$ cat config.mk
export PLATFORM = sky130hd
export DESIGN_NAME = rysy_mem_arb
export DESIGN_NICKNAME = d
export VERILOG_FILES = /design/src/rtl/rysy_mem_arb.sv
export SDC_FILE = /design/constraint.sdc
export NUM_CORES = 1
export LEC_CHECK = 0
export BUFFER_PORTS_ARGS = -buffer_cell sky130_fd_sc_hd__buf_2
export CORE_AREA = 2 2 110 112
export DETAILED_ROUTE_END_ITERATION = 10
export DIE_AREA = 0 0 112 114
export PLACE_DENSITY = 0.48
export SYNTH_ARGS = -nofsm -noshare
export SYNTH_HDL_FRONTEND = slang
export SYNTH_SLANG_ARGS = --single-unit
$ cat constraint.sdc
create_clock -name clk -period 4.5 [get_ports clk]
set_input_delay 0.675 -clock clk [delete_from_list [all_inputs] [get_ports clk]]
set_output_delay 0.675 -clock clk [all_outputs]
set_load 0.005 [all_outputs]
$ cat src/rtl/rysy_mem_arb.sv
// rysy_mem_arb: N-channel req/gnt arbiter in front of one single-port synchronous memory.
// Round-robin or fixed priority, a lock for atomic sequences, and in-order completions.
module rysy_mem_arb #(
    parameter int N_CH     = 2,
    parameter int AW       = 32,
    parameter int DW       = 32,
    parameter int READ_LAT = 1,
    parameter int ARB_MODE = 1
) (
    input  logic                   clk,
    input  logic                   rst,
    input  logic [N_CH-1:0]        m_req,
    input  logic [N_CH-1:0]        m_we,
    input  logic [N_CH-1:0]        m_lock,
    input  logic [N_CH*AW-1:0]     m_addr,
    input  logic [N_CH*DW-1:0]     m_wdata,
    input  logic [N_CH*(DW/8)-1:0] m_be,
    output logic [N_CH-1:0]        m_gnt,
    output logic [N_CH-1:0]        m_rvalid,
    output logic [DW-1:0]          m_rdata,
    output logic [AW-1:0]          addr,
    output logic [DW-1:0]          wdata,
    output logic                   we,
    output logic [DW/8-1:0]        be,
    input  logic [DW-1:0]          rdata
);
    localparam int BW = DW / 8;
    localparam int CW = (N_CH > 1) ? $clog2(N_CH) : 1;

    logic                        gnt_vld;
    logic [CW-1:0]               gnt_idx;
    logic                        lock_vld_q, lock_vld_d;
    logic [CW-1:0]               lock_own_q, lock_own_d;
    logic [READ_LAT-1:0]         pipe_vld_q, pipe_vld_d;
    logic [READ_LAT-1:0][CW-1:0] pipe_ch_q, pipe_ch_d;

    generate
        if (N_CH == 1) begin : g_single
            always_comb begin
                gnt_vld = m_req[0];
                gnt_idx = '0;
            end
        end else if (ARB_MODE == 0) begin : g_fixed
            always_comb begin
                gnt_vld = 1'b0;
                gnt_idx = '0;
                if (lock_vld_q) begin
                    gnt_vld = m_req[lock_own_q];
                    gnt_idx = lock_own_q;
                end else begin
                    // descending scan so the lowest requesting index is the last writer
                    for (int i = N_CH - 1; i >= 0; i--) begin
                        if (m_req[i]) begin
                            gnt_vld = 1'b1;
                            gnt_idx = CW'(i);
                        end
                    end
                end
            end
        end else begin : g_rr
            logic [CW-1:0] rr_ptr_q, rr_ptr_d;

            always_comb begin
                logic [CW-1:0] cand;
                int            c;
                cand    = '0;
                c       = 0;
                gnt_vld = 1'b0;
                gnt_idx = '0;
                if (lock_vld_q) begin
                    gnt_vld = m_req[lock_own_q];
                    gnt_idx = lock_own_q;
                end else begin
                    // descending offset scan: the candidate closest to rr_ptr wins
                    for (int i = N_CH - 1; i >= 0; i--) begin
                        c = int'(rr_ptr_q) + i;
                        if (c >= N_CH) begin
                            c = c - N_CH;
                        end
                        cand = CW'(c);
                        if (m_req[cand]) begin
                            gnt_vld = 1'b1;
                            gnt_idx = cand;
                        end
                    end
                end
            end

            // pointer stays frozen while a lock is held, including the owner's grants
            always_comb begin
                rr_ptr_d = rr_ptr_q;
                if (gnt_vld && !lock_vld_q) begin
                    rr_ptr_d = (gnt_idx == CW'(N_CH - 1)) ? '0 : gnt_idx + 1'b1;
                end
            end

            always_ff @(posedge clk) begin
                if (rst) begin
                    rr_ptr_q <= '0;
                end else begin
                    rr_ptr_q <= rr_ptr_d;
                end
            end
        end
    endgenerate

    always_comb begin
        m_gnt      = '0;
        addr       = '0;
        wdata      = '0;
        we         = 1'b0;
        be         = '0;
        lock_vld_d = lock_vld_q;
        lock_own_d = lock_own_q;
        if (gnt_vld) begin
            m_gnt[gnt_idx] = 1'b1;
            if (m_lock[gnt_idx]) begin
                lock_vld_d = 1'b1;
                lock_own_d = gnt_idx;
            end else begin
                lock_vld_d = 1'b0;
            end
        end
        for (int k = 0; k < N_CH; k++) begin
            if (gnt_vld && gnt_idx == CW'(k)) begin
                addr  = m_addr[k*AW +: AW];
                wdata = m_wdata[k*DW +: DW];
                be    = m_be[k*BW +: BW];
                we    = m_we[k];
            end
        end
    end

    always_comb begin
        pipe_vld_d    = '0;
        pipe_ch_d     = '0;
        pipe_vld_d[0] = gnt_vld;
        pipe_ch_d[0]  = gnt_idx;
        for (int i = 1; i < READ_LAT; i++) begin
            pipe_vld_d[i] = pipe_vld_q[i-1];
            pipe_ch_d[i]  = pipe_ch_q[i-1];
        end
        m_rvalid = '0;
        if (pipe_vld_q[READ_LAT-1]) begin
            m_rvalid[pipe_ch_q[READ_LAT-1]] = 1'b1;
        end
    end

    assign m_rdata = rdata;

    always_ff @(posedge clk) begin
        if (rst) begin
            lock_vld_q <= 1'b0;
            lock_own_q <= '0;
            pipe_vld_q <= '0;
            pipe_ch_q  <= '0;
        end else begin
            lock_vld_q <= lock_vld_d;
            lock_own_q <= lock_own_d;
            pipe_vld_q <= pipe_vld_d;
            pipe_ch_q  <= pipe_ch_d;
        end
    end

endmodule

# Word-level counts from Yosys, hierarchy flattened
# Cells that the tools add are included.
word_totals:
  register_bits: 5
  wordCells: 60
  output_inout_bits: 105
classes:
  addsub: 4
  bitwise_logic: 1
  mux: 34
  n_reduce_logical: 7
  n_lt_le_gt_ge: 9
op_table:
  columns: ["operator", "n"]
  rows:
  - ["32-bit two-way mux", 4]
  - ["1-bit two-way mux", 24]
  - ["1-bit by 2-bit less-than comparator with 1-bit output (second input constant)", 5]
  - ["4-bit two-way mux", 2]
  - ["1-bit logical AND", 5]
  - ["2-bit two-way mux", 2]
  - ["1-bit by 1-bit adder with 2-bit output (second input constant)", 1]
  - ["1-bit demux with 1-bit select", 2]
  - ["1-bit greater-or-equal comparator (second input constant)", 2]
  - ["1-bit by 2-bit greater-or-equal comparator with 1-bit output (second input constant)", 1]
  - ["2-bit greater-or-equal comparator (second input constant)", 1]
  - ["2-bit AND reduction", 1]
  - ["1-bit subtractor (second input constant)", 2]
  - ["1-bit adder (second input constant)", 1]
  - ["1-bit zero test", 1]
  - ["1-bit inverter", 1]

# Longest topological paths before layout
# Gate-level depths: netlist of run 1.
depth:
  ltp_word: 14
  mapped_depth: 6

# Worst setup path before layout of run 1
# OpenSTA, ideal clock, no wires.
synth_path:
  path_type: "input -> output"
  startpoint: "in m_req[0]"
  endpoint: "out addr[22]"
  required_time_ns: 3.825
  cell_stages: 6
  arrival_time_ns: 1.833
  setup_slack_ns: 1.992
  n_path_buf: 3
  path_cell_list: "buf_4 -> or3b_1 -> and3_1 -> buf_6 -> buf_6 -> a22o_1"
synth_between:
  elab_chain_cells: 9
  elab_cells_between_ends: 17
  cone_classes: "mux: 14; bitwise: 1; reduce/logical: 2"
synth_rtl:
  columns: ["item", "line_no", "rtl"]
  rows:
  - ["start, declared", "12", "input logic [N_CH-1:0] m_req,"]
  - ["1-bit two-way mux (not written as such) (2 in a row)", "81", "if (m_req[cand]) begin"]
  - ["1-bit two-way mux (2 in a row)", "81", null]
  - ["1-bit two-way mux", "70", "if (lock_vld_q) begin"]
  - ["1-bit inverter", "125", "if (gnt_vld && gnt_idx == CW'(k)) begin"]
  - ["1-bit logical AND", "125", null]
  - ["32-bit two-way mux", "125", null]
  - ["32-bit two-way mux (*)", "125", null]
  - ["end, declared", "21", "output logic [AW-1:0] addr,"]
# Every way passes the cells marked *; elsewhere a longest branch is shown, timed or not. The select of a mux whose other input is x is not followed.

# Final worst setup path of run 1
layout_path:
  startpoint: "in m_req[0]"
  endpoint: "out wdata[12]"
layout_between:
  elab_chain_cells: 9
  elab_cells_between_ends: 17
  cone_classes: "mux: 14; bitwise: 1; reduce/logical: 2"
layout_rtl:
  columns: ["item", "line_no", "rtl"]
  rows:
  - ["1-bit two-way mux (not written as such) (2 in a row)", "81", null]
  - ["1-bit two-way mux (2 in a row)", "81", null]
  - ["1-bit two-way mux", "70", null]
  - ["1-bit inverter", "125", null]
  - ["1-bit logical AND", "125", null]
  - ["32-bit two-way mux", "125", null]
  - ["32-bit two-way mux (*)", "125", null]
  - ["end, declared", "22", "output logic [DW-1:0] wdata,"]
# Marks and branches as above.

==> insert_results.sql, run 1 <==
INSERT INTO impl_metrics (metric_group, metric, value, unit) VALUES
('outcome', 'outcome', 'completed', ''),
('yosys', 'synth.distinct_cells', '23', ''),
('sta', 'grt_setup_unrepaired', 'no', ''),
('yosys', 'synthesis.nets', '325', ''),
('placement', 'place_congestion', '0.7267', ''),
('floorplanning', 'chipHeight', '114', 'um'),
('route', 'postRouteAntennaNets', '0', ''),
('yosys', 'yosys_most_used_dff', 'dfxtp_1', ''),
('sta', 'timing_worst_slew_pin_value', '0.6509', 'ns'),
('sta', 'max_freq', '0.3212', 'GHz'),
('pwr', 'power.leakage', '1.330', 'nW'),
('final_layout', 'flip_flop_and_latch_area', '100.1', 'um2'),
('final_layout', 'antenna_cells', '0', ''),
('yosys', 'synth_seq_area_share', '8.016', '%'),
('clock_network', 'cts.hold.buffers_added', '0', ''),
('yosys', 'postSynthAreaPerCell', '8.381', 'um2'),
('pwr', 'pwr_density_cell', '205.3', 'nW/um2'),
('yosys', 'yosys-top-cells-count', '69 x a22o_1, 33 x buf_4, 9 x buf_6', ''),
('sta', 'setup-tns-final', '0', 'ns'),
('yosys', 'synth_largest_area_cell', 'a22o_1', ''),
('route', 'drc', '0', ''),
('clock_network', 'ctsResizeCount', '0', ''),
('route', 'vias_per_cell', '4.043', ''),
('floorplanning', 'floorplan.die_area', '12770', 'um2'),
('global_routing', 'grt_pass1_vias', '1692', ''),
('placement', 'placement.setup.worst_slack', '1.344', 'ns'),
('final_layout', 'postLayoutCoreUtil', '19.04', '%'),
('placement', 'port_buffers', '216', ''),
('global_routing', 'grt_antenna_before_repair', '0', ''),
('setup_path', 'crit_type', 'in -> out', ''),
('floorplanning', 'core', '11710', 'um2'),
('sta', 'finalCriticalPeriod', '3.113', 'ns'),
('route', 'post_drt_wl_per_cell', '11.31', 'um'),
('sta', 'timing.final.hold_violations', '0', ''),
('yosys', 'post_synth_main_area_contributors', 'a22o_1 48%, buf_4 20%, buf_6 8.1%', ''),
('route', 'drt-total-wl', '5.294', 'mm'),
('clock_network', 'cts_setup_buffers', '0', ''),
('route', 'detailedRoute.firstIterationViolations', '54', ''),
('setup_path', 'worst_r2r_path_depth', '3', ''),
('pwr', 'ir_worst_vdd', '96.25', 'uV'),
('global_routing', 'global_route.usage.total', '6.844', '%'),
('yosys', 'netlist.area_leader.share', '48.40', '%'),
('global_routing', 'grt_pass1_wl', '7.265', 'mm'),
('clock_network', 'insertion_delay', '0.23', 'ns'),
('route', 'vias', '1892', ''),
('sta', 'slew_headroom', '56.61', '%'),
('sta', 'report.final.setup_viol', '0', ''),
('setup_path', 'end_kind', 'output pin', ''),
('floorplanning', 'initial_core_util', '10.66', '%'),
('yosys', 'dominant_combinational_cell_family_by_area_after_synthesis', 'compound AO/OA/AOI/OAI gates', ''),
('final_layout', 'areaGrowthSynthToFinish', '78.56', '%'),
('placement', 'place_inst', '464', ''),
('yosys', 'area_fraction_in_compound_gates_after_synthesis', '53.61', '%'),
('clock_network', 'clock_tree.buffer_depth', '2', ''),
('yosys', 'synthCells', '149', ''),
('final_layout', 'drive_above_1_share', '69.47', '%'),
('clock_network', 'clk_pin_slew', '0.04', 'ns'),
('placement', 'place_area', '2151', 'um2'),
('clock_network', 'clock-sinks', '5', ''),
('global_routing', 'grt-ovfl-total', '0', ''),
('route', 'drt_first_pass_iters', '4', ''),
('setup_path', 'crit_path_max_fanout', '36', ''),
('yosys', 'post_synth_simple_gate_area', '4.910', '%'),
('yosys', 'synth.yosys.warnings', '0', ''),
('sta', 'whs', '0.5339', 'ns'),
('floorplanning', 'floorplan.rows', '40', ''),
('setup_path', 'critical_path_required', '3.83', 'ns'),
('global_routing', 'grt_max_degree', '51', ''),
('sta', 'timing.final.ws_setup', '1.387', 'ns'),
('sta', 'post-route-period-util', '69.18', '%'),
('yosys', 'asyncSetResetFlopFracSynth', '0', '%');
## worst max-delay path, stage by stage
cell and delay [ns]:
buf_2 0.14, or3b_1 0.20, and3_2 0.62, buf_4 0.45
a22o_1 0.20, buf_2 0.13
## kinds of logic after synthesis
logic type / count (synthesis)
flops: 5
mux: 3
compound gates: 79
buf+inv: 52
simple gates: 10
## power breakdown
| part | total [mW] | internal, mW | switching (mW) |
|---|---|---|---|
| combinational | 0.257 | 0.147 | 0.110 |
| sequential | 0.0533 | 0.0485 | 0.00476 |
| clock | 0.147 | 0.118 | 0.0299 |
## layout make-up
| type | count | area share [%] |
|---|---|---|
| multi-input cells | 92 | 34.23 |
| flip-flops and latches | 5 | 4.489 |
| well taps | 147 | 8.249 |
| clock buffers | 4 | 3.535 |
| repair buffers | 218 | 49.16 |
| inverters | 2 | 0.3367 |
## placed cells by master (no fill, tap or decap), drive strengths merged
| master | count |
|---|---|
| o2bb2ai | 1 |
| a22o | 69 |
| and2 | 2 |
| clkbuf | 4 |
| nor2 | 1 |
| a21oi | 4 |
| buf | 218 |
| and3 | 1 |
| a211oi | 1 |
| nand3b | 1 |
| mux2i | 3 |
| o21ai | 2 |
| dfxtp | 5 |
| o311a | 1 |
| or3b | 1 |
| nand4 | 1 |
| a211o | 1 |
| nand2b | 1 |
| inv | 2 |
| nor2b | 1 |
| nand2 | 1 |
## registers in the layout, summed over array words and instances, names as in the netlist
| signal | count |
|---|---|
| lock_vld_q | 1 |
| g_rr.rr_ptr_q | 1 |
| pipe_ch_q | 1 |
| pipe_vld_q | 1 |
| lock_own_q | 1 |
## layer usage
metal | global-route usage [%] | vias to the layer above | share of wire (%)
met5 | 0 | - | 0
met4 | 2.033 | 0 | 1.4
met3 | 1.647 | 8 | 13
met2 | 14.59 | 156 | 54
met1 | 6.292 | 827 | 32
li1 | - | 901 | -
## path summary, 6_finish.rpt
| kind | start | end | slack [ns] |
|---|---|---|---|
| min reg2reg | g_rr.rr_ptr_q$_SDFFE_PP0P_ | g_rr.rr_ptr_q$_SDFFE_PP0P_ | 0.53 |
| max reg2reg | lock_vld_q$_SDFFE_PP0P_ | lock_vld_q$_SDFFE_PP0P_ | 3.37 |
| max | m_req[0] | wdata[12] | 1.39 |
| min | g_rr.rr_ptr_q$_SDFFE_PP0P_ | g_rr.rr_ptr_q$_SDFFE_PP0P_ | 0.53 |
No activity file was read; power rests on OpenSTA's default activity.
==> inputs of run 2 (changes only) <==
ABC_AREA = 1   (was unset)
CORE_AREA = 2 2 108 110   (was 2 2 110 112)
DIE_AREA = 0 0 110 112   (was 0 0 112 114)
PLACE_DENSITY = 0.51   (was 0.48)
clock period = 2.9 ns   (was 4.5 ns; I/O delays follow)
==> insert_results.sql, run 2 <==
INSERT INTO impl_metrics (metric_group, metric, value, unit) VALUES
('sta', 'final.setup_skew', '0.0002314', 'ns'),
('outcome', 'outcome', 'completed', ''),
('clock_network', 'cts_setup_buffers', '0', ''),
('setup_path', 'crit_path_start_kind', 'register', ''),
('pwr', 'p_comb_share', '59.0', '%'),
('yosys', 'synth_largest_area_cell', 'nand2_1', ''),
('global_routing', 'grt_antenna_before_repair', '0', ''),
('sta', 'slew_headroom', '54.65', '%'),
('yosys', 'ys_seq_elements', '5', ''),
('yosys', 'synthesis.nets', '471', ''),
('setup_path', 'worstReg2RegEnd', 'lock_vld_q$_SDFFE_PP0P_', ''),
('setup_path', 'cp.buffers_inverters', '3', ''),
('min_path', 'min_delay_path_depth', '2', ''),
('final_layout', 'drive_above_1_share', '47.98', '%'),
('setup_path', 'worst_r2r_path_depth', '7', ''),
('placement', 'port_buffers', '216', ''),
('pwr', 'pwr_density_cell', '309.1', 'nW/um2'),
('pwr', 'p_seq_share', '10.5', '%'),
('setup_path', 'slowest_stage_delay_on_critical_path', '0.47', 'ns'),
('final_layout', 'flip_flop_and_latch_area', '100.1', 'um2'),
('sta', 'final-max-slew-violation-count', '0', ''),
('clock_network', 'ctsResizeCount', '0', ''),
('yosys', 'yosys_most_used_dff', 'dfxtp_1', ''),
('final_layout', 'nFillCells', '1304', ''),
('sta', 'report.final.setup_viol', '0', ''),
('yosys', 'synth_cell_area', '1410', 'um2'),
('route', 'drc', '0', ''),
('floorplanning', 'core', '11170', 'um2'),
('route', 'drt_first_pass_iters', '5', ''),
('clock_network', 'cts.hold.buffers_added', '0', ''),
('clock_network', 'cts-root-buf', 'clkbuf_16', ''),
('clock_network', 'cts.htree.levels', '1', ''),
('global_routing', 'gr-usage-met2', '14.44', '%'),
('route', 'postRouteAntennaNets', '0', ''),
('placement', 'place_congestion', '0.7865', ''),
('yosys', 'synth.yosys.warnings', '0', ''),
('pwr', 'ir_worst_vdd', '217.9', 'uV'),
('pwr', 'switching_share', '36.88', '%'),
('yosys', 'synth.distinct_cells', '14', ''),
('global_routing', 'grt_max_degree', '71', ''),
('setup_path', 'top_cell_by_count_worst_path', 'nand2_1', ''),
('setup_path', 'rrSetupSlack', '1.83', 'ns'),
('final_layout', 'areaGrowthSynthToFinish', '71.43', '%'),
('route', 'detailedRoute.firstIterationViolations', '51', ''),
('floorplanning', 'fp.dieW', '110', 'um'),
('global_routing', 'met3_usage', '2.166', '%'),
('setup_path', 'worst-endpoint-arrival', '1.93', 'ns'),
('global_routing', 'grt_util_met1', '10.64', '%'),
('final_layout', 'postLayoutCoreUtil', '21.63', '%'),
('yosys', 'yosys-top-cells-count', '221 x nand2_1, 39 x buf_4, 9 x inv_1', ''),
('flow_run', 'timing.max_cap.violations', '0', ''),
('clock_network', 'cts_tree', 'built', ''),
('route', 'vias', '2176', ''),
('sta', 'post-route-period-util', '81.40', '%'),
('global_routing', 'global_route.peak_usage_layer', 'met2', ''),
('clock_network', 'clk_pin_slew', '0.03', 'ns'),
('yosys', 'post_synth_main_area_contributors', 'nand2_1 59%, buf_4 21%, dfxtp_1 7.1%', ''),
('min_path', 'worstHoldStart', 'rst', ''),
('setup_path', 'critical_path.cell_chain', 'nand2_1 -> inv_1 -> a21oi_2 -> nand2_1 -> inv_4 -> nand2_1 -> nand2_1 -> buf_2', ''),
('pwr', 'pwr-share-clk', '30.5', '%'),
('setup_path', 'startpoint', 'lock_vld_q$_SDFFE_PP0P_', ''),
('sta', 'setup-tns-final', '0', 'ns'),
('yosys', 'synthCells', '295', ''),
('clock_network', 'clock-sinks', '5', ''),
('floorplanning', 'initial_core_util', '12.62', '%'),
('global_routing', 'grt_pass1_wl', '8.611', 'mm'),
('placement', 'place_inst', '610', ''),
('yosys', 'netlist.area_leader.share', '58.83', '%'),
('sta', 'finalCriticalPeriod', '2.361', 'ns'),
('clock_network', 'clock_tree.buffer_depth', '2', ''),
('yosys', 'asyncSetResetFlopFracSynth', '0', '%'),
('clock_network', 'insertion_delay', '0.23', 'ns'),
('setup_path', 'critical_path_required', '2.47', 'ns'),
('route', 'drt-total-wl', '5.754', 'mm'),
('pwr', 'power.internal', '0.4716', 'mW'),
('yosys', 'postSynthAreaPerCell', '4.780', 'um2'),
('min_path', 'hold_class', 'in -> reg', ''),
('floorplanning', 'chipHeight', '112', 'um'),
('global_routing', 'grt-ovfl-total', '0', ''),
('yosys', 'synth_seq_area_share', '7.098', '%'),
('final_layout', 'most_used_cells_in_the_layout_excluding_fill_and_tap_cells', '221 x nand2_1, 216 x buf_2, 9 x inv_1', ''),
('pwr', 'switching_power', '0.2756', 'mW'),
('final_layout', 'design.final.nets', '648', ''),
('setup_path', 'crit_slowest_cell', 'inv_4', ''),
('yosys', 'synth_enable_flop_cells', '0', ''),
('final_layout', 'antenna_cells', '0', ''),
('min_path', 'hold_crit_endpoint', 'pipe_vld_q$_SDFF_PP0_', ''),
('floorplanning', 'floorplan.rows', '39', ''),
('setup_path', 'crit_path_max_fanout', '70', ''),
('yosys', 'synthMostInstantiatedCell', 'nand2_1', ''),
('floorplanning', 'floorplan.io_pins', '281', ''),
('final_layout', 'multi_input_comb_area', '894.6', 'um2'),
('setup_path', 'critPathTopFamily', 'buffers and inverters', ''),
('sta', 'timing_worst_slew_pin_value', '0.6802', 'ns'),
('route', 'post_drt_wl_per_cell', '9.371', 'um'),
('setup_path', 'end_kind', 'output pin', ''),
('final_layout', 'instances_no_fill', '614', ''),
('setup_path', 'crit_type', 'reg -> out', ''),
('clock_network', 'cts_inserted_buffers', '3', ''),
('pwr', 'power.leakage', '1.700', 'nW'),
('placement', 'half_perimeter_wire_length_of_the_detailed_placement_result', '4.679', 'mm'),
('global_routing', 'global_route.usage.total', '8.581', '%'),
('global_routing', 'grt_pass1_vias', '1906', ''),
('sta', 'grt_setup_unrepaired', 'no', ''),
('sta', 'timing.final.hold_violations', '0', ''),
('sta', 'max_freq', '0.4236', 'GHz'),
('final_layout', 'final_common_cell', 'nand2_1', ''),
('floorplanning', 'floorplan.die_area', '12320', 'um2'),
('setup_path', 'worst_r2r_startpoint', 'lock_vld_q$_SDFFE_PP0P_', ''),
('route', 'vias_per_cell', '3.544', '');
[run 2: cell count changes after synthesis, sizes merged, moves of 2 or more]
cell / before / now
a22o: 69 / 0
and2: 2 / 0
buf: 43 / 46
clkbuf: 7 / 0
inv: 2 / 11
mux2i: 3 / 0
nand2: 1 / 222
nand3: 0 / 3
nor2: 1 / 4
o21ai: 2 / 0
[run 2: metal layers]
layer / share of wire [%] / wire length, um / vias up
met5: 0 / 0 / -
met1: 43 / 2446 / 857
met4: 1.1 / 63 / 0
met3: 10 / 574 / 8
li1: - / - / 1187
met2: 46 / 2670 / 124
[run 2: layout make-up]
type	instances	area share, %
repair buffers	218	46.38
multi-input cells	233	37.01
well taps	143	7.402
flip-flops and latches	5	4.141
clock buffers	4	3.261
inverters	11	1.812
[run 2: cells by family (layout without fill, tap and decap cells)]
family	Yosys count	after routing	synth area share, %
AO/OA/AOI/OAI	4	4	1.864
buffers and inverters	57	233	29.46
flip-flops	5	5	7.099
AND/OR/NAND/NOR	229	229	61.58
[run 2: power groups by stage]
stage | Combinational (mW) | Clock, mW | Sequential [mW]
6_report | 0.441 | 0.228 | 0.0788
5_1_grt | 0.509 | 0.240 | 0.0798
4_1_cts | 0.447 | 0.233 | 0.0788
3_5_place_dp | 0.445 | 0 | 0.0795
3_3_place_gp | 0.450 | 0 | 0.0800
2_1_floorplan | 0.264 | 0 | 0.0788
[run 2: per-stage QoR]
stage	setup WS (ns)	power, mW	area [um2]	hold WS [ns]
after global placement	0.6755	0.5302	2338	0.4501
after floorplan	1.350	0.3425	1410	0.4263
after CTS	0.5574	0.7589	2417	0.4097
final	0.5394	0.7472	2417	0.4132
after detailed placement	0.6470	0.5249	2338	0.4499
after global routing	0.2967	0.8285	2417	0.4445
[run 2: how the worst max path moves through the flow]
| stage | to | depth (start not counted) | slack [ns] |
|---|---|---|---|
| final | wdata[18] | 8 | 0.54 |
| after global routing | wdata[18] | 8 | 0.30 |
| after CTS | wdata[18] | 8 | 0.56 |
| after detailed placement | wdata[18] | 9 | 0.65 |
| after global placement | addr[13] | 9 | 0.68 |
| after floorplan | addr[22] | 9 | 1.35 |
[run 2: worst reg2reg max path, cell delays in order (launching register included)]
cell	delay (ns)
dfxtp_1	0.40
nand2_1	0.12
nand2_1	0.08
nand2_2	0.08
nand3_1	0.12
nand3_1	0.07
nand2_1	0.06
inv_1	0.03
==> inputs of run 3 (changes only) <==
CORE_AREA = 2 2 109 111   (was 2 2 108 110)
DIE_AREA = 0 0 111 113   (was 0 0 110 112)
PLACE_DENSITY = 0.52   (was 0.51)
clock period = 2 ns   (was 2.9 ns; I/O delays follow)
==> insert_results.sql, run 3 (synthesized netlist as in run 2, its figures left out) <==
INSERT INTO impl_metrics (metric_group, metric, value, unit) VALUES
('floorplanning', 'chipHeight', '113', 'um'),
('min_path', 'worstHoldStart', 'rst', ''),
('setup_path', 'worst-endpoint-arrival', '1.54', 'ns'),
('sta', 'timing_worst_slew_pin_value', '0.1770', 'ns'),
('sta', 'final.setup_skew', '0.00007304', 'ns'),
('setup_path', 'crit_path_max_fanout', '35', ''),
('setup_path', 'critical_path_required', '1.70', 'ns'),
('outcome', 'outcome', 'completed', ''),
('clock_network', 'cts.htree.levels', '1', ''),
('sta', 'finalCriticalPeriod', '1.838', 'ns'),
('route', 'vias_per_cell', '3.593', ''),
('setup_path', 'rrSetupSlack', '0.91', 'ns'),
('route', 'drc', '0', ''),
('min_path', 'min_delay_path_depth', '2', ''),
('route', 'drt-total-wl', '5.820', 'mm'),
('setup_path', 'worst_r2r_path_depth', '7', ''),
('floorplanning', 'floorplan.rows', '39', ''),
('placement', 'port_buffers', '216', ''),
('final_layout', 'most_used_cells_in_the_layout_excluding_fill_and_tap_cells', '221 x nand2_1, 216 x buf_2, 9 x inv_1', ''),
('pwr', 'pwr_density_cell', '446.5', 'nW/um2'),
('setup_path', 'end_kind', 'output pin', ''),
('global_routing', 'grt_pass1_vias', '2021', ''),
('clock_network', 'cts-root-buf', 'clkbuf_16', ''),
('final_layout', 'areaGrowthSynthToFinish', '74.27', '%'),
('clock_network', 'clock-sinks', '5', ''),
('final_layout', 'design.final.nets', '650', ''),
('setup_path', 'top_cell_by_count_worst_path', 'nand2_1', ''),
('setup_path', 'crit_slowest_cell', 'dfxtp_1', ''),
('flow_run', 'timing.max_cap.violations', '0', ''),
('clock_network', 'ctsResizeCount', '0', ''),
('clock_network', 'cts_tree', 'built', ''),
('global_routing', 'grt_max_degree', '41', ''),
('floorplanning', 'fp.dieW', '111', 'um'),
('floorplanning', 'floorplan.die_area', '12540', 'um2'),
('setup_path', 'critical_path.cell_chain', 'nand2_1 -> inv_1 -> a21oi_2 -> nand2_1 -> inv_4 -> buf_12 -> nand2_1 -> nand2_1 -> buf_2', ''),
('setup_path', 'crit_type', 'reg -> out', ''),
('clock_network', 'clock_tree.buffer_depth', '2', ''),
('route', 'detailedRoute.firstIterationViolations', '61', ''),
('setup_path', 'worst_r2r_startpoint', 'lock_vld_q$_SDFFE_PP0P_', ''),
('sta', 'timing.final.hold_violations', '0', ''),
('clock_network', 'cts.hold.buffers_added', '0', ''),
('global_routing', 'grt-ovfl-total', '0', ''),
('global_routing', 'grt_antenna_before_repair', '0', ''),
('sta', 'grt_setup_unrepaired', 'no', ''),
('final_layout', 'antenna_cells', '0', ''),
('placement', 'half_perimeter_wire_length_of_the_detailed_placement_result', '4.983', 'mm'),
('min_path', 'hold_class', 'in -> reg', ''),
('floorplanning', 'initial_core_util', '12.51', '%'),
('global_routing', 'grt_pass1_wl', '8.935', 'mm'),
('placement', 'place_congestion', '0.7899', ''),
('route', 'postRouteAntennaNets', '0', ''),
('final_layout', 'postLayoutCoreUtil', '21.80', '%'),
('setup_path', 'slowest_stage_delay_on_critical_path', '0.34', 'ns'),
('clock_network', 'insertion_delay', '0.22', 'ns'),
('sta', 'final-max-slew-violation-count', '0', ''),
('global_routing', 'global_route.usage.total', '8.294', '%'),
('clock_network', 'cts_inserted_buffers', '3', ''),
('route', 'vias', '2213', ''),
('route', 'post_drt_wl_per_cell', '9.448', 'um'),
('pwr', 'ir_worst_vdd', '698.4', 'uV'),
('floorplanning', 'floorplan.io_pins', '281', ''),
('setup_path', 'crit_path_start_kind', 'register', ''),
('clock_network', 'cts_setup_buffers', '0', ''),
('sta', 'slew_headroom', '88.20', '%'),
('setup_path', 'worstReg2RegEnd', 'lock_vld_q$_SDFFE_PP0P_', ''),
('sta', 'post-route-period-util', '91.90', '%'),
('sta', 'max_freq', '0.5441', 'GHz'),
('sta', 'setup-tns-final', '0', 'ns'),
('route', 'drt_first_pass_iters', '4', ''),
('clock_network', 'clk_pin_slew', '0.03', 'ns'),
('min_path', 'hold_crit_endpoint', 'lock_own_q$_SDFFE_PP0P_', ''),
('pwr', 'power.leakage', '1.719', 'nW'),
('final_layout', 'final_common_cell', 'nand2_1', ''),
('sta', 'report.final.setup_viol', '0', ''),
('final_layout', 'drive_above_1_share', '48.20', '%'),
('floorplanning', 'core', '11270', 'um2');
==> run 3: area by class of cell <==
class	count	area, um2
multi-input combinational	233	894.6
fill	1315	8815
timing repair buffer	220	1161
tap	143	178.9
sequential	5	100.1
clock buffer	4	78.83
inverter	11	43.79
==> run 3: metal layers <==
layer	share of wire, %	wire, um	vias to the layer above	global-route usage, %
met5	0	0	-	0
met4	0.24	14	0	0.8333
met3	12	698	4	3.214
met2	49	2833	133	15.21
met1	39	2273	886	9.471
li1	-	-	1190	-
==> run 3: where the power goes <==
part	internal [mW]	switching [mW]	leakage [nW]
clock	0.263	0.0571	0.0382
combinational	0.331	0.332	1.64
sequential	0.109	0.00497	0.0414
total	0.703	0.394	1.72
==> run 3: worst max-delay path by stage <==
stage                                  startpoint        end  slack [ns]  cells after the start
after global placement                   m_req[1]   wdata[9]        0.38                     11
after detailed placement                 m_req[1]    addr[4]        0.36                     11
after floorplan           lock_vld_q$_SDFFE_PP0P_   addr[22]        0.66                      8
after CTS                 lock_vld_q$_SDFFE_PP0P_  wdata[13]        0.16                      9
final                     lock_vld_q$_SDFFE_PP0P_  wdata[13]        0.16                      9
after global routing      lock_vld_q$_SDFFE_PP0P_    addr[5]        0.01                      9
==> run 3: per-stage QoR <==
step	total power [mW]	std cells	area (um2)	setup slack, ns	hold slack (ns)
after global routing	1.201	616	2457	0.01385	0.3064
after floorplan	0.4966	295	1410	0.6586	0.3691
final	1.097	616	2457	0.1621	0.2926
after CTS	1.111	616	2457	0.1579	0.2885
after detailed placement	0.7853	612	2379	0.3647	0.4433
after global placement	0.7924	612	2379	0.3791	0.4445
==> run 3: worst max-delay path, delay by kind of cell (launching register included) <==
kind,cells,cell delay (ns)
AOI/OAI and AO/OA,1,0.15
buffers and inverters,4,0.42
DFF,1,0.34
and+or+nand+nor,4,0.39
